## src/rtl/sent_slow_msg_arbiter.sv

```systemverilog
// SENT slow-channel message arbiter.
// Round-robin selection among N_SLOTS requesters of serial messages. The
// winning slot's format/config/ID/data are latched and held for the whole
// message, the transmitter is started with a one-cycle enable, completed
// frames are counted, and the slot is acknowledged after its last frame.
// A stalled transmitter (no frame_done for TIMEOUT_CYC cycles) aborts the
// message without an ack and passes the channel on to the next slot.
module sent_slow_msg_arbiter #(
    parameter int N_SLOTS      = 4,
    parameter int FRAMES_SHORT = 16,
    parameter int FRAMES_ENH   = 18,
    parameter int TIMEOUT_CYC  = 65535
) (
    input  logic                    clk,
    input  logic                    reset,
    input  logic [N_SLOTS-1:0]      req,
    input  logic [N_SLOTS-1:0]      fmt,
    input  logic [N_SLOTS-1:0]      cfg,
    input  logic [8*N_SLOTS-1:0]    id_bus,
    input  logic [16*N_SLOTS-1:0]   data_bus,
    input  logic                    frame_done,
    output logic [N_SLOTS-1:0]      grant,
    output logic [N_SLOTS-1:0]      ack,
    output logic                    channel_format,
    output logic                    config_bit,
    output logic [7:0]              id_8bit,
    output logic [15:0]             data_16bit,
    output logic                    enable,
    output logic                    abort,
    output logic [4:0]              frame_cnt,
    output logic                    busy
);

    localparam int PTR_W = (N_SLOTS > 1) ? $clog2(N_SLOTS) : 1;
    localparam int TMO_W = $clog2(TIMEOUT_CYC + 1);

    localparam logic [PTR_W:0]   NSL       = (PTR_W + 1)'(N_SLOTS);
    localparam logic [PTR_W-1:0] LAST_SLOT = PTR_W'(N_SLOTS - 1);
    localparam logic [TMO_W-1:0] TMO_MAX   = TMO_W'(TIMEOUT_CYC);
    // Counter value in the cycle before it would reach TIMEOUT_CYC.
    localparam logic [TMO_W-1:0] TMO_LAST  = TMO_W'(TIMEOUT_CYC - 1);
    localparam logic [4:0]       LAST_SHORT = 5'(FRAMES_SHORT - 1);
    localparam logic [4:0]       LAST_ENH   = 5'(FRAMES_ENH - 1);

    typedef enum logic [2:0] {
        ST_IDLE,
        ST_GRANT,
        ST_START,
        ST_RUN,
        ST_DONE
    } state_t;

    state_t               r_state;
    state_t               w_next;
    logic [PTR_W-1:0]     r_owner;
    logic [PTR_W-1:0]     r_rr_ptr;
    logic [N_SLOTS-1:0]   r_grant;
    logic                 r_fmt;
    logic                 r_cfg;
    logic [7:0]           r_id;
    logic [15:0]          r_data;
    logic [4:0]           r_frame_cnt;
    logic [TMO_W-1:0]     r_tmo;
    logic                 r_abort;

    logic [PTR_W-1:0]     w_win;
    logic                 w_win_vld;
    logic [PTR_W:0]       w_sum;
    logic [7:0]           w_id_sel;
    logic [15:0]          w_data_sel;
    logic [N_SLOTS-1:0]   w_owner_oh;
    logic [4:0]           w_last_frame;
    logic                 w_final;
    logic                 w_tmo_hit;
    logic                 w_leave;
    logic [PTR_W-1:0]     w_ptr_next;

    assign w_owner_oh   = N_SLOTS'(1) << r_owner;
    assign w_last_frame = r_fmt ? LAST_ENH : LAST_SHORT;
    // The final frame_done takes priority over a timeout in the same cycle.
    assign w_final      = (r_state == ST_RUN) && frame_done && (r_frame_cnt == w_last_frame);
    assign w_tmo_hit    = (r_state == ST_RUN) && !frame_done && (r_tmo >= TMO_LAST);
    assign w_leave      = (r_state == ST_DONE) || w_tmo_hit;
    assign w_ptr_next   = (r_owner == LAST_SLOT) ? '0 : r_owner + PTR_W'(1);

    // Round-robin search: first requesting slot at or above rr_ptr, with wrap.
    always_comb begin
        w_win     = '0;
        w_win_vld = 1'b0;
        w_sum     = '0;
        for (int i = 0; i < N_SLOTS; i++) begin
            w_sum = {1'b0, r_rr_ptr} + (PTR_W + 1)'(i);
            if (w_sum >= NSL) begin
                w_sum = w_sum - NSL;
            end
            if (!w_win_vld && req[w_sum[PTR_W-1:0]]) begin
                w_win     = w_sum[PTR_W-1:0];
                w_win_vld = 1'b1;
            end
        end
    end

    // Select the owner's ID and data words from the flat buses.
    always_comb begin
        w_id_sel   = '0;
        w_data_sel = '0;
        for (int k = 0; k < N_SLOTS; k++) begin
            if (r_owner == PTR_W'(k)) begin
                w_id_sel   = id_bus[8*k +: 8];
                w_data_sel = data_bus[16*k +: 16];
            end
        end
    end

    // FSM state register.
    always_ff @(posedge clk or posedge reset) begin
        if (reset) begin
            r_state <= ST_IDLE;
        end else begin
            r_state <= w_next;
        end
    end

    // FSM next state and state-decoded outputs.
    always_comb begin
        w_next = r_state;
        enable = 1'b0;
        ack    = '0;
        busy   = 1'b1;
        case (r_state)
            ST_IDLE: begin
                busy = 1'b0;
                if (w_win_vld) begin
                    w_next = ST_GRANT;
                end
            end
            ST_GRANT: w_next = ST_START;
            ST_START: begin
                enable = 1'b1;
                w_next = ST_RUN;
            end
            ST_RUN: begin
                if (w_final) begin
                    w_next = ST_DONE;
                end else if (w_tmo_hit) begin
                    w_next = ST_IDLE;
                end
            end
            ST_DONE: begin
                ack    = r_grant;
                w_next = ST_IDLE;
            end
            default: w_next = ST_IDLE;
        endcase
    end

    // Remember the arbitration winner and advance the round-robin pointer past it.
    always_ff @(posedge clk or posedge reset) begin
        if (reset) begin
            r_owner  <= '0;
            r_rr_ptr <= '0;
        end else begin
            if ((r_state == ST_IDLE) && w_win_vld) begin
                r_owner <= w_win;
            end
            if (w_leave) begin
                r_rr_ptr <= w_ptr_next;
            end
        end
    end

    // Latch the owner's message fields and grant; hold them until the message ends.
    always_ff @(posedge clk or posedge reset) begin
        if (reset) begin
            r_grant <= '0;
            r_fmt   <= 1'b0;
            r_cfg   <= 1'b0;
            r_id    <= '0;
            r_data  <= '0;
        end else if (r_state == ST_GRANT) begin
            r_grant <= w_owner_oh;
            r_fmt   <= fmt[r_owner];
            r_cfg   <= cfg[r_owner];
            r_id    <= w_id_sel;
            r_data  <= w_data_sel;
        end else if (w_leave) begin
            r_grant <= '0;
        end
    end

    // Count completed frames and the idle cycles between them (saturating).
    always_ff @(posedge clk or posedge reset) begin
        if (reset) begin
            r_frame_cnt <= '0;
            r_tmo       <= '0;
        end else begin
            if (r_state == ST_GRANT) begin
                r_frame_cnt <= '0;
            end else if ((r_state == ST_RUN) && frame_done) begin
                r_frame_cnt <= r_frame_cnt + 5'd1;
            end
            if ((r_state != ST_RUN) || frame_done) begin
                r_tmo <= '0;
            end else if (r_tmo != TMO_MAX) begin
                r_tmo <= r_tmo + TMO_W'(1);
            end
        end
    end

    // One-cycle abort pulse when the transmitter stalls.
    always_ff @(posedge clk or posedge reset) begin
        if (reset) begin
            r_abort <= 1'b0;
        end else begin
            r_abort <= w_tmo_hit;
        end
    end

    assign grant          = r_grant;
    assign channel_format = r_fmt;
    assign config_bit     = r_cfg;
    assign id_8bit        = r_id;
    assign data_16bit     = r_data;
    assign frame_cnt      = r_frame_cnt;
    assign abort          = r_abort;

endmodule

```

## config.mk

```make
export PLATFORM = sky130hd
export DESIGN_NAME = sent_slow_msg_arbiter
export DESIGN_NICKNAME = d
export VERILOG_FILES = /design/src/rtl/sent_slow_msg_arbiter.sv
export SDC_FILE = /design/constraint.sdc
export NUM_CORES = 1
export LEC_CHECK = 0
export ABC_AREA = 0
export CAP_MARGIN = 10
export CORE_MARGIN = 2
export CORE_UTILIZATION = 43
export DETAILED_ROUTE_END_ITERATION = 10
export HOLD_SLACK_MARGIN = 0.03
export PLACE_DENSITY = 0.92
export SYNTH_ARGS = -nofsm -noshare
export SYNTH_HDL_FRONTEND = slang
export SYNTH_SLANG_ARGS = --single-unit
```

## constraint.sdc

```tcl
create_clock -name clk -period 2.33 [get_ports clk]
set_clock_uncertainty 0.1 [all_clocks]
set_input_delay 0.466 -clock clk [delete_from_list [all_inputs] [get_ports clk]]
set_output_delay 0.466 -clock clk [all_outputs]
set_load 0.05 [all_outputs]
```

==> results list, run 1 <==
- Result of the run: completed
- Global routing used 24.0% of the available tracks across all layers.
- The initial antenna violation count came to 0.
- For this design the ratio of total power to cell area is 1080 mW/mm2.
- Startpoint class of the critical path: flip-flop
* Antenna diode instance count: 0
- Fraction of power spent switching nets: between 40% and 50%
- In the routed design, unresolved DRC markers number 0.
* Relative slew slack: 61.8%
* Wire length of the first global-routing pass: approximately 17 mm
- The worst hold path belongs to the class reg -> reg.
- Entering global routing, the biggest net connects 60 pins.
- The top cell types in the final layout, fill and taps aside, are 146 x clkdlybuf4s50_1, 59 x dfrtp_1, 58 x a21oi_1, 35 x nand2_1.
- Clock network latency to the later pin of the worst-skew pair: 0.33 ns
- Of the cells placed in the final design, the portion with a size suffix greater than 1 is 9.69%.
* Origin of the worst min-delay path: config_bit
- In the final design database the tool counted 670 nets.
- After detailed routing, no signal wire sits above met4.
- Post-synthesis cell area: 0.00359 mm2
- For the pin with the worst max-slew slack, the measured transition is 0.569 ns.
- Sum of overflow across all layers after global routing: 0
- End of the worst register-to-register path: data_16bit[10]
- Vias: 3764
- IR analysis of the VDD net gives a maximum drop of 769 uV.
- Endpoint type of the worst setup path: primary output
* Critical Path Slowest Stage Cell: clkdlybuf4s50_1
* Met3 WL post-DR: about 670 um
- In this run the remaining antenna-violating nets after routing total 0.
- The tree is rooted in a clkbuf_8.
- # Post-CTS Setup Buffers: 0
* Placed cell count: 646
- The worst path uses between 90% and 100% of the clock period.
* Post-synth EDFFs: 0
* DPL Wire Length: 8.46 mm
- A synthesized cell averages approximately 9 um2.
- Initial cell density of the core: 44.0%
- During I/O placement, the number of pins put on the boundary was 153.
- Synth-to-Final Area Change: 54.3%
- In the routed layout, each cell is associated on average with a via count of 5.69.
- The floorplan step set the die height to 95.4 um.
- Setup violations remaining at the end of the flow were counted as 0.
- Met2 wire len: ~6.0 mm
* Max Cap Viol: 0
- Internal power comes to 3.29 mW.
- Standard cell core area: 0.00818 mm2
* Routed wire length: about 11 mm
- Among cell families on the critical path, the largest total delay comes from buffers and inverters.
* WHS Endpoint: config_bit
- Summed over all nets, the switching power comes to 2.71 mW.
- In this design, the stage delay of the slowest critical-path cell is 0.84 ns.
- Cells after synthesis: 401
- The number of cells on the worst reg-to-reg path is 5.
* Fill cell instance count of the final layout: 627
- Registers take 0.00148 mm2.
- Yosys attributes the largest share of cell area to dfrtp_1 41%, a21oi_1 8.1%, a211o_1 5.6%, a221oi_1 5.6%, nand2_1 3.7%.
- CP Data Arrival Time: 1.63 ns
* Most common library cell in the layout ignoring fill and taps: clkdlybuf4s50_1
* Final Max Slew Viols: 0
- The first detailed-routing pass ran for 5 iterations.
* Count of distinct cell types in the synthesized netlist: 58
- Combinational share of power: ~54%
* Worst R2R Start: r_owner[1]
- In this run, synthesis produced a sequential element count of 59.
- During synthesis, Yosys emitted a total of 0 warnings.
* Ys async rst share: 100%
- The number of failing hold endpoints at the final stage is 0.
- Adding up every negative setup slack in the final design gives 0 ns.
- Clock tree synthesis found a total of 59 sinks.
- The signal on the critical path passes through clkdlybuf4s50_1.
* Type of the setup path with the least slack: reg -> out
- TritonCTS built the clock tree.
- Horizontal die dimension: approximately 95 um
- Along the worst path, the maximum fanout reaches 6.
- Level count of the clock H-tree: 3
- Per report_power, the clock group accounts for a little under a fifth of the total.
- Gates resized during post-CTS repair numbered 0.
- Sequential power share: approximately 28%
* Floorplan die area: 0.00911 mm2
- Data on the critical path is required at its endpoint by ~1.8 ns.
* Post-layout instance count excluding filler cells: 662
- Worst reg2reg setup slack: approximately 0.31 ns
* Number of buffers and inverters on the critical path: 1
- The most used flip-flop cell after synthesis is dfrtp_1.
- The number of nets in the synthesized netlist is ~520.
- In the final routing, the length of wire on met1 measures 4.38 mm.
* TritonCTS Buffers: 9
* Count of input and output buffers: 152
- Detailed Route Iter0 Violations: about 210
- Multi-input combinational cell area: 0.00187 mm2
- Stages on the worst setup path: 1
- Number of global-route vias before repair: 3483
- Row generation in the floorplan step produced 33 rows.
* Worst-path clk slew: 0.07 ns
- The number of hold buffers added after CTS was 0.
- Leakage power: 2.36 nW
- Final Critical Period: 2.20 ns
- RePlAce Congestion: 0.800
* Share of synthesized area occupied by flip-flops and latches: 41.1%
- Synth top area share: just over 40%
* Unrepaired setup endpoints after global routing: false
- Max clock buf depth: 2
- Highest Clock Rate: 0.455 GHz
- The biggest area contributor in the post-synthesis netlist is dfrtp_1.
- Worst hold path cell count: 2
- Routed wire length per instance: 17.1 um
* Utilization of the core after routing: around two thirds
## per-layer routing
metal / global-route usage (%) / vias to the layer above
li1: - / 1781
met1: 30.1 / 1817
met2: 39.6 / 140
met3: 6.01 / 26
met4: 9.64 / 0
met5: 0 / -
## flip-flops by register name, indices dropped and copies added, names as in the netlist, 2 cells and up
signal	count
r_rr_ptr	2
id_8bit	8
frame_cnt	5
r_state	3
data_16bit	16
r_owner	2
grant	4
r_tmo	16
## worst max-delay path by stage
stage	from	to	slack [ns]
floorplan	reset	abort	0.31
global placement	frame_done	r_rr_ptr[0]	0.11
global route	r_state[1]	ack[3]	0.05
finish	frame_cnt[2]	frame_cnt[2]	0.13
detailed placement	frame_done	r_rr_ptr[0]	0.09
CTS	r_state[1]	ack[3]	0.13
## logic make-up (layout without fill, tap and decap cells)
| family | after synthesis | in the layout | synth area share (%) |
|---|---|---|---|
| adder cells (fa/ha/maj) | 7 | 7 | 2.44 |
| XOR/XNOR | 3 | 3 | 0.731 |
| multiplexers | 11 | 11 | 3.83 |
| flip-flops | 59 | 59 | 41.1 |
| AND/OR/NAND/NOR | 121 | 121 | 18.0 |
| AO/OA/AOI/OAI | 140 | 140 | 26.9 |
| buffers and inverters | 60 | 216 | 7.10 |
## cell type report
cell class                 count  area share (%)
clock inverter                 3            1.24
inverter                      33            2.23
multi-input combinational    282            33.7
clock buffer                  13            3.04
timing repair buffer         167            30.8
sequential                    59            26.6
tap                          105            2.37
## Yosys cell counts (3+ instances only)
cell,number
nand4_1,7
nor4_1,3
or4_1,4
nand2b_1,7
clkbuf_1,21
nand2_1,35
a211oi_1,4
nor3_1,5
xor2_1,3
inv_1,33
mux2i_1,7
o21ai_0,11
nand3_1,5
nor2_1,32
a221oi_1,23
a211o_1,23
dfrtp_1,59
ha_1,7
and3_1,4
a21oi_1,58
o31ai_1,3
## worst reg2reg max path, stage by stage, from the launching register on
cell      delay, ns
dfrtp_1        0.48
ha_1           0.50
buf_4          0.34
a221oi_1       0.08
a211o_1        0.30
a21oi_1        0.15
## power groups by stage
stage | combinational (mW) | clock [mW] | sequential, mW
floorplan | 0.995 | 0 | 2.71
global placement | 3.16 | 0 | 1.66
detailed placement | 3.23 | 0 | 1.69
CTS | 3.24 | 1.11 | 1.68
global route | 3.44 | 1.16 | 1.73
finish | 3.23 | 1.09 | 1.68
## stage by stage
| stage | cell area [um2] | setup slack [ns] | hold slack (ns) | total power [mW] |
|---|---|---|---|---|
| after floorplan | 3590 | 0.308 | 0.411 | 3.71 |
| after global routing | 5550 | 0.0464 | 0.420 | 6.32 |
| final | 5550 | 0.134 | 0.384 | 6.00 |
| after CTS | 5550 | 0.126 | 0.385 | 6.03 |
| after detailed placement | 5310 | 0.0949 | 0.370 | 4.92 |
| after global placement | 5310 | 0.111 | 0.363 | 4.82 |
Power figures use the tool's default switching activity.
==> inputs of run 2 (changes only) <==
ABC_AREA = not set   (was 0)
SETUP_SLACK_MARGIN = 0.4   (was not set)
==> results list, run 2 (synthesized netlist as in run 1, its figures left out) <==
- Result of the run: completed
* Routed wire length per instance: 18.1 um (+6.0%)
* Initial cell density of the core: 44.0% (unchanged)
* Minimum hold slack: 0.384 ns (-0.000133 ns)
- The maximum clock path buffer count came to 2 (unchanged).
* Layout cells sized above 1: 14.1% (+4.4 points)
- Vias per Instance: 5.89 (+3.5%)
- # nets final: 681 (+1.6%)
- The worst register-to-register path begins at r_owner[1].
- Final hold vios: 0 (unchanged)
- Origin of the worst min-delay path: config_bit
* Placed cell count: 644 (-0.31%)
- STA classifies the critical path startpoint as a flip-flop.
* Die H: 95.4 um (unchanged)
- The transition time at the pin with the least slew margin is 0.555 ns (-0.0147 ns).
- met2 is the most crowded layer.
- Standard cell core area: 0.00818 mm2 (unchanged)
- The remaining antenna violation count is 0 (unchanged).
- Critical Path Slowest Stage Cell: dfrtp_2
* Final Critical Period: 1.93 ns (-0.264 ns)
- The clock insertion delay at the later pin of the skew report is 0.34 ns (about the same).
- The root buffer cell chosen for the clock tree is clkbuf_8.
- The total of endpoints with negative setup slack in the final report came to 0 (unchanged).
- Part of the cycle the worst path needs: 82.9% (-11 points)
- The total congestion overflow after global routing came to 0 (unchanged).
- End of the worst register-to-register path: id_8bit[6]
* CP Data Arrival Time: 1.37 ns (-0.26 ns)
- Count of input and output buffers: 152 (unchanged)
* Summed negative setup slack over all endpoints: 0 ns (unchanged)
* Relative slew slack: 62.8% (+0.99 points)
* Commonest cells after routing, fill and taps aside: 110 x clkdlybuf4s50_1, 58 x a21oi_1, 55 x dfrtp_1, 35 x nand2_1, 33 x dlygate4sd2_1
- The cell depth of the worst flop-to-flop path is 7 (+2).
* Synth-to-Final Area Change: 56.9%
- The cell area power density came to 1020 mW/mm2 (-5.8%).
- The maximum ir drop on the vdd rail is 643 uV (-16%).
- Wire length of the first global-routing pass: 17.4 mm (+2.9%)
- The max-slew violation total from the final report was 0 (unchanged).
* Worst hold path cell count: 2 (unchanged)
* Post-Layout Inst Area: 0.00564 mm2 (+1.7%)
* Met1 track utilization from global routing: 31.9% (+1.8 points)
- Setup repair after global routing could not meet its margin everywhere.
- Chain of cells forming the critical path: or3_4 > buf_8
- The weighted congestion at the end of routability-driven global placement was 0.936 (+17%).
- CTS tree: built
- GRT Resource Usage Total: 24.5% (+0.55 points)
- The path with the worst hold slack has its endpoint at config_bit.
* Antenna diode instance count: 0 (unchanged)
* Worst-path maximum fanout: 4 (-2)
- Ports: 153 (unchanged)
* Antenna violations before repair: 0 (unchanged)
- The final cell count without fillers is 673 (+1.7%).
- Max Cap Viol: 0 (unchanged)
* Routed wire length: 12.2 mm (+7.8%)
- Area of placed instances: 0.00529 mm2 (-0.45%)
- Number of clock sinks: 59 (unchanged)
- The library cell used most frequently in the layout, excluding fill and tap cells, is clkdlybuf4s50_1.
- The CTS buffer count came to 9 (unchanged).
* GR Layer Usage met2: 40.8% (+1.2 points)
- The clock-pin transition on the worst setup and hold timing paths was 0.07 ns (about the same).
- The total of fill cells in the finished design was 591 (-5.7%).
- Number of DRC violations after detailed routing: 0 (unchanged)
* Number of global-route vias before repair: 3572 (+2.6%)
- Worst hold-check path type: reg -> reg
* Detailed Route Iter0 Violations: 337 (+60%)
* Met3 demand-to-capacity share in global routing: 3.64% (-2.4 points)
- Endpoint type of the worst setup path: primary output
- Number of search-and-repair iterations in the first detailed-routing pass: 7 (+2)
* Horizontal die dimension: 95.4 um (unchanged)
* Highest Clock Rate: 0.518 GHz (+14%)
* Type of the setup path with the least slack: reg -> out
* Vias: 3962 (+5.3%)
- The critical path required time is 1.76 ns (about the same).
- The deepest level of the CTS H-tree is 3 (unchanged).
* Worst reg2reg setup slack: 0.41 ns (+0.10 ns)
* Floorplan die area: 0.00911 mm2 (unchanged)
- DPL Wire Length: 8.40 mm (-0.73%)
* Leakage power: 2.47 nW (+4.8%)
- Largest net degree at the start of global routing: 60 (unchanged)
- The number of placement rows is 33 (unchanged).
- Maximum single-stage delay on the critical path: 0.45 ns (-0.39 ns)
- The utilization of the core after routing is 69.0% (+1.1 points).
run 2: worst max path at each step:
stage	from	end
6_report	r_state[0]	busy
5_1_grt	r_owner[1]	id_8bit[6]
4_1_cts	r_owner[1]	data_16bit[6]
3_5_place_dp	frame_done	r_rr_ptr[1]
3_3_place_gp	frame_done	r_rr_ptr[0]
2_1_floorplan	r_owner[0]	data_16bit[0]
run 2: critical path, delay by kind of cell, from the launching register on:
kind	cells	cell delay, ns
AND/OR/NAND/NOR	1	0.42
flip-flops	1	0.45
buffers and inverters	1	0.16
run 2: layout make-up:
type                            count  area, um2  share of cell area, %
Clock buffer                       11        141                   2.51
Clock inverter                      5       52.6                  0.932
Inverter                           33        128                   2.26
Multi-Input combinational cell    282       1940                   34.3
Sequential cell                    59       1480                   26.3
Tap cell                          105        131                   2.33
Timing Repair Buffer              178       1770                   31.4
run 2: timing repair:
action | 4_1_cts | 5_1_grt
pin swaps | 2 | 5
setup buffers | 8 | 4
resized for setup | 47 | 24
hold buffers | 0 | 0
setup endpoints to repair | 66 | 46
gates cloned | 0 | 1
run 2: per-layer routing:
layer	up-vias	share of wire (%)
met5	-	0
met1	1942	39
met4	0	3.4
met3	40	6.1
li1	1803	-
met2	177	51
run 2: per-stage QoR:
stage / power [mW] / setup WS (ns)
6_report: 5.74 / 0.398
5_1_grt: 6.05 / 0.251
4_1_cts: 5.66 / 0.392
3_5_place_dp: 4.89 / 0.0850
3_3_place_gp: 4.80 / 0.113
2_1_floorplan: 3.71 / 0.427
run 2: power by group:
part           total [mW]  internal (mW)  switching, mW
Sequential           1.66           1.38          0.284
Clock               0.935          0.518          0.417
Combinational        3.14           1.06           2.09
Total                5.74           2.95           2.79
